File: src/rtl/apb2iob_tmo.sv
// APB3 slave to IOb master bridge with PSLVERR, a wait-state timeout and an optional address limit.
// The timeout guarantees that a hung or absent IOb peripheral cannot stall the APB master forever.
module apb2iob_tmo #(
  parameter int APB_ADDR_W = 21,
  parameter int APB_DATA_W = 32,
  parameter int ADDR_W     = APB_ADDR_W,
  parameter int DATA_W     = APB_DATA_W,
  parameter int TIMEOUT_W  = 8,
  parameter int TIMEOUT    = 255,
  parameter int ADDR_LIMIT = 0,
  parameter int STRB_EN    = 1
) (
  input  logic                    clk_i,
  input  logic                    cke_i,
  input  logic                    arst_n_i,
  input  logic                    apb_sel_i,
  input  logic                    apb_enable_i,
  input  logic                    apb_write_i,
  input  logic [APB_ADDR_W-1:0]   apb_addr_i,
  input  logic [APB_DATA_W-1:0]   apb_wdata_i,
  input  logic [APB_DATA_W/8-1:0] apb_wstrb_i,
  output logic [APB_DATA_W-1:0]   apb_rdata_o,
  output logic                    apb_ready_o,
  output logic                    apb_slverr_o,
  output logic                    iob_valid_o,
  output logic [ADDR_W-1:0]       iob_addr_o,
  output logic [DATA_W-1:0]       iob_wdata_o,
  output logic [DATA_W/8-1:0]     iob_wstrb_o,
  input  logic                    iob_ready_i,
  input  logic                    iob_rvalid_i,
  input  logic [DATA_W-1:0]       iob_rdata_i
);

  typedef enum logic [1:0] {
    IDLE,
    WAIT_READY,
    WAIT_RVALID,
    RESP
  } state_t;

  localparam logic [APB_ADDR_W-1:0] ADDR_LIMIT_V = APB_ADDR_W'(ADDR_LIMIT);
  localparam logic [TIMEOUT_W-1:0]  TMO_LAST     = TIMEOUT_W'(TIMEOUT - 1);

  state_t                  state_q, state_d;
  logic [TIMEOUT_W-1:0]    cnt_q, cnt_d;
  logic                    ready_q, ready_d;
  logic                    slverr_q, slverr_d;
  logic [APB_DATA_W-1:0]   rdata_q, rdata_d;
  logic                    valid_c;
  logic                    req;
  logic                    addr_bad;
  logic                    tmo_hit;

  assign req      = apb_sel_i & apb_enable_i;
  assign addr_bad = (ADDR_LIMIT != 0) && (apb_addr_i >= ADDR_LIMIT_V);
  assign tmo_hit  = (TIMEOUT != 0) && (cnt_q == TMO_LAST);

  assign iob_addr_o  = apb_addr_i[ADDR_W-1:0];
  assign iob_wdata_o = apb_wdata_i;
  assign iob_wstrb_o = apb_write_i ? ((STRB_EN != 0) ? apb_wstrb_i : '1) : '0;

  // Gated by reset so an aborted transfer withdraws its request immediately.
  assign iob_valid_o = arst_n_i & valid_c;

  assign apb_ready_o  = ready_q;
  assign apb_slverr_o = slverr_q;
  assign apb_rdata_o  = rdata_q;

  always_comb begin
    state_d  = state_q;
    cnt_d    = cnt_q;
    ready_d  = 1'b0;
    slverr_d = 1'b0;
    rdata_d  = rdata_q;
    valid_c  = 1'b0;
    case (state_q)
      IDLE: begin
        if (req) begin
          cnt_d = '0;
          if (addr_bad) begin
            state_d  = RESP;
            ready_d  = 1'b1;
            slverr_d = 1'b1;
          end else begin
            valid_c = 1'b1;
            if (iob_ready_i) begin
              if (apb_write_i) begin
                state_d = RESP;
                ready_d = 1'b1;
              end else begin
                state_d = WAIT_RVALID;
              end
            end else begin
              state_d = WAIT_READY;
            end
          end
        end
      end
      WAIT_READY: begin
        valid_c = 1'b1;
        cnt_d   = cnt_q + TIMEOUT_W'(1);
        if (iob_ready_i) begin
          if (apb_write_i) begin
            state_d = RESP;
            ready_d = 1'b1;
          end else begin
            state_d = WAIT_RVALID;
          end
        end else if (tmo_hit) begin
          state_d  = RESP;
          ready_d  = 1'b1;
          slverr_d = 1'b1;
          if (!apb_write_i) begin
            rdata_d = '0;
          end
        end
      end
      WAIT_RVALID: begin
        // The counter carries on from the address phase, so the budget covers the whole transfer.
        cnt_d = cnt_q + TIMEOUT_W'(1);
        if (iob_rvalid_i) begin
          state_d = RESP;
          ready_d = 1'b1;
          rdata_d = iob_rdata_i;
        end else if (tmo_hit) begin
          state_d  = RESP;
          ready_d  = 1'b1;
          slverr_d = 1'b1;
          rdata_d  = '0;
        end
      end
      RESP: begin
        state_d = IDLE;
      end
      default: begin
        state_d = IDLE;
      end
    endcase
  end

  always_ff @(posedge clk_i or negedge arst_n_i) begin
    if (!arst_n_i) begin
      state_q  <= IDLE;
      cnt_q    <= '0;
      ready_q  <= 1'b0;
      slverr_q <= 1'b0;
      rdata_q  <= '0;
    end else if (cke_i) begin
      state_q  <= state_d;
      cnt_q    <= cnt_d;
      ready_q  <= ready_d;
      slverr_q <= slverr_d;
      rdata_q  <= rdata_d;
    end
  end

endmodule

File: config.mk
export PLATFORM = sky130hd
export DESIGN_NAME = apb2iob_tmo
export DESIGN_NICKNAME = d
export VERILOG_FILES = /design/src/rtl/apb2iob_tmo.sv
export SDC_FILE = /design/constraint.sdc
export NUM_CORES = 1
export LEC_CHECK = 0
export BUFFER_PORTS_ARGS = -buffer_cell sky130_fd_sc_hd__buf_2
export CAP_MARGIN = 30
export CORE_AREA = 3 3 82 84
export CTS_BUF_LIST = sky130_fd_sc_hd__clkbuf_8
export DETAILED_ROUTE_END_ITERATION = 10
export DIE_AREA = 0 0 85 87
export GPL_TIMING_DRIVEN = 0
export MAX_ROUTING_LAYER = met4
export PLACE_DENSITY = 0.9
export SLEW_MARGIN = 20
export SYNTH_ARGS = -nofsm -noshare
export SYNTH_HDL_FRONTEND = slang
export SYNTH_SLANG_ARGS = --single-unit
File: constraint.sdc
create_clock -name clk_i -period 2.1 [get_ports clk_i]
set_input_delay 0.21 -clock clk_i [delete_from_list [all_inputs] [get_ports clk_i]]
set_output_delay 0.21 -clock clk_i [all_outputs]
set_load 0.005 [all_outputs]
==> out/metrics.cfg <==
[status]
status=complete, no violations

[logic_synthesis]
ys_ff_latch=44
syn_inst=228
avgSynthCellArea_sq_um=11.0
synthTopCellsByArea=dfrtp_1, buf_4, a22o_1, nand2_1, ha_1
synth_top_area_cell=dfrtp_1
syn_area_sq_um=2500
yosysSeqAreaShare_pct=44.0
synth_cell_type_count=38
synth.top_cell.area_share_pct=44.0
synth_warnings=0
syn_nets=331

[global_routing]
antenna_found_initial=0
grt_first_pass_wirelength_um=9780
grt_max_degree=24
grt_util_all_layers_pct=16.7
grt_pass1_vias=2085
overflow=0

[die]
die_area_sq_um=7400
core_area_sq_um=5990
core.rowCount=28
start_util_pct=41.8
fp.dieH_um=87
die_x_um=85
ios=189

[worst_setup_path]
arrival_ps=2210
required_ps=2330
cp-end-kind=register
rrSetupSlack_ps=120
worst_setup_path_start_kind=register
cp_max_fo=7
critPathKind=reg -> reg

[routing]
wl_per_cell_um=14.3
drc_errors=0
drt-pass1-iter-count=4
num_vias=2182
drt_first_iter_violations=56
ant_nets=0
viasPerCell=4.88
routed_wl_um=6390

[run]
cap_viol_max_count=0

[pwr]
power_density_nw_per_um2=1070
p_leak_nw=1.84
ir_drop_uv=564
totalPowerFinal_mw=3.67

[timing]
worst_slew_pin_slew_ps=579
min_period_ps=1980
finalHoldViolations=0
skew_ps=12.0
slew_viol_final=0
fin_ws_ps=125
tns_ps=0
grt_setup_unrepaired=false
relSlewSlack_pct=61.4
min_period_over_period_pct=94.1
fmax_mhz=506
setup_violations=0

[finish]
syn_to_final_growth_pct=36.7
layout_commonest_cell=buf_2
nets=474
antennaDiodeCount=0
fin_util_pct=57.2
final_cell_mix=buf_2, buf_4, dfrtp_1
layout-drive-gt1-share_pct=57.5
layout.cells.non_filler=447

[clock_network]
clk_latency_ps=290
clkSinkCount=44
htreeDepth=2
clockRootBuffer=clkbuf_8
cts_made_buffers=5
tritoncts=yes
cts_setup_buffers=0
clkTransAtPathRegs_ps=90
clk_path_buf_depth=2

[worst_hold_path]
hp-class=in -> reg

[placement]
place_inst=438
port_buffers=134
gp_congestion=0.779
place_ws_ps=28.8
hpwl_um=5160

## cell type report
class | count | area [sq um]
clock buffer | 6 | 82.6
multi-input combinational | 115 | 885
tap | 75 | 93.8
fill | 509 | 2570
clock inverter | 2 | 15.0
buffer | 63 | 517
inverter | 6 | 22.5
sequential | 44 | 1100
timing repair buffer | 136 | 708
## power by group
group	leakage (nW)	internal, mW	switching, mW
Clock	0.0434	0.266	0.289
Sequential	0.558	1.18	0.263
Combinational	1.24	0.886	0.780
Total	1.84	2.34	1.33
## per-layer routing
metal  track usage (%)  up-vias  wire length [um]
met5                 -        -                 0
met3              3.69        6               561
met2              27.8      120              3250
li1                  -     1050                 -
met4              3.88        0                65
met1              20.9     1006              2510
## worst paths after layout
kind | cells past startpoint | end | startpoint
min in group asynchronous | 2 | cnt_q[4]$_DFFE_PN0P_ | arst_n_i
hold reg to reg | 1 | apb_rdata_o[13]$_DFFE_PN0P_ | apb_rdata_o[13]$_DFFE_PN0P_
hold / removal | 2 | apb_rdata_o[7]$_DFFE_PN0P_ | iob_rdata_i[7]
setup reg to reg | 6 | cnt_q[4]$_DFFE_PN0P_ | state_q[0]$_DFFE_PN0P_
max in group asynchronous | 3 | apb_rdata_o[22]$_DFFE_PN0P_ | arst_n_i
setup / recovery | 6 | cnt_q[4]$_DFFE_PN0P_ | state_q[0]$_DFFE_PN0P_
## cells in the mapped netlist (all sizes together)
library cell	n
buf	61
dfrtp	44
a22o	32
nand2	21
ha	6
inv	6
nand3b	6
o21ai	5
o221ai	5
and2	4
nand3	4
nor2	4
nor2b	4
and3	2
clkbuf	2
nand2b	2
nor3	2
o22ai	2
o311ai	2
a21bo	1
a21oi	1
a221oi	1
a2bb2oi	1
a31oi	1
and4	1
nand4	1
nor4	1
nor4b	1
o2111ai	1
o211ai	1
o21bai	1
o41ai	1
or4b	1
## state kept, by name, summed over array words and instances (netlist names)
register,cells
apb_rdata_o,32
state_q,2
cnt_q,8
apb_ready_o,1
apb_slverr_o,1
## repair_timing
item,4_1_cts,5_1_grt
endpoints found under the setup margin,3,36
endpoints found under the hold margin,21,0
gates resized for setup,1,5
hold buffers,1,0
## cells by family after synthesis
logic type	synth area share, %
AOI/OAI and AO/OA	18.5
buffers and inverters	21.5
adders and majority gates	3.00
and+or+nand+nor	13.1
DFF	44.0
## stage by stage
step                hold slack [ps]  instance area, sq um
finish                          127                  3420
global route                    119                  3420
CTS                             117                  3410
detailed placement              243                  3300
global placement                423                  3270
floorplan                     -85.6                  2500
## worst max-delay path: stages, from the launching register on
cell and delay, ps:
dfrtp_1 420, inv_1 90, ha_1 280, a21bo_2 250, nand3b_1 220, or4b_1 550
nand3_1 90
Power figures use the tool's default switching activity.
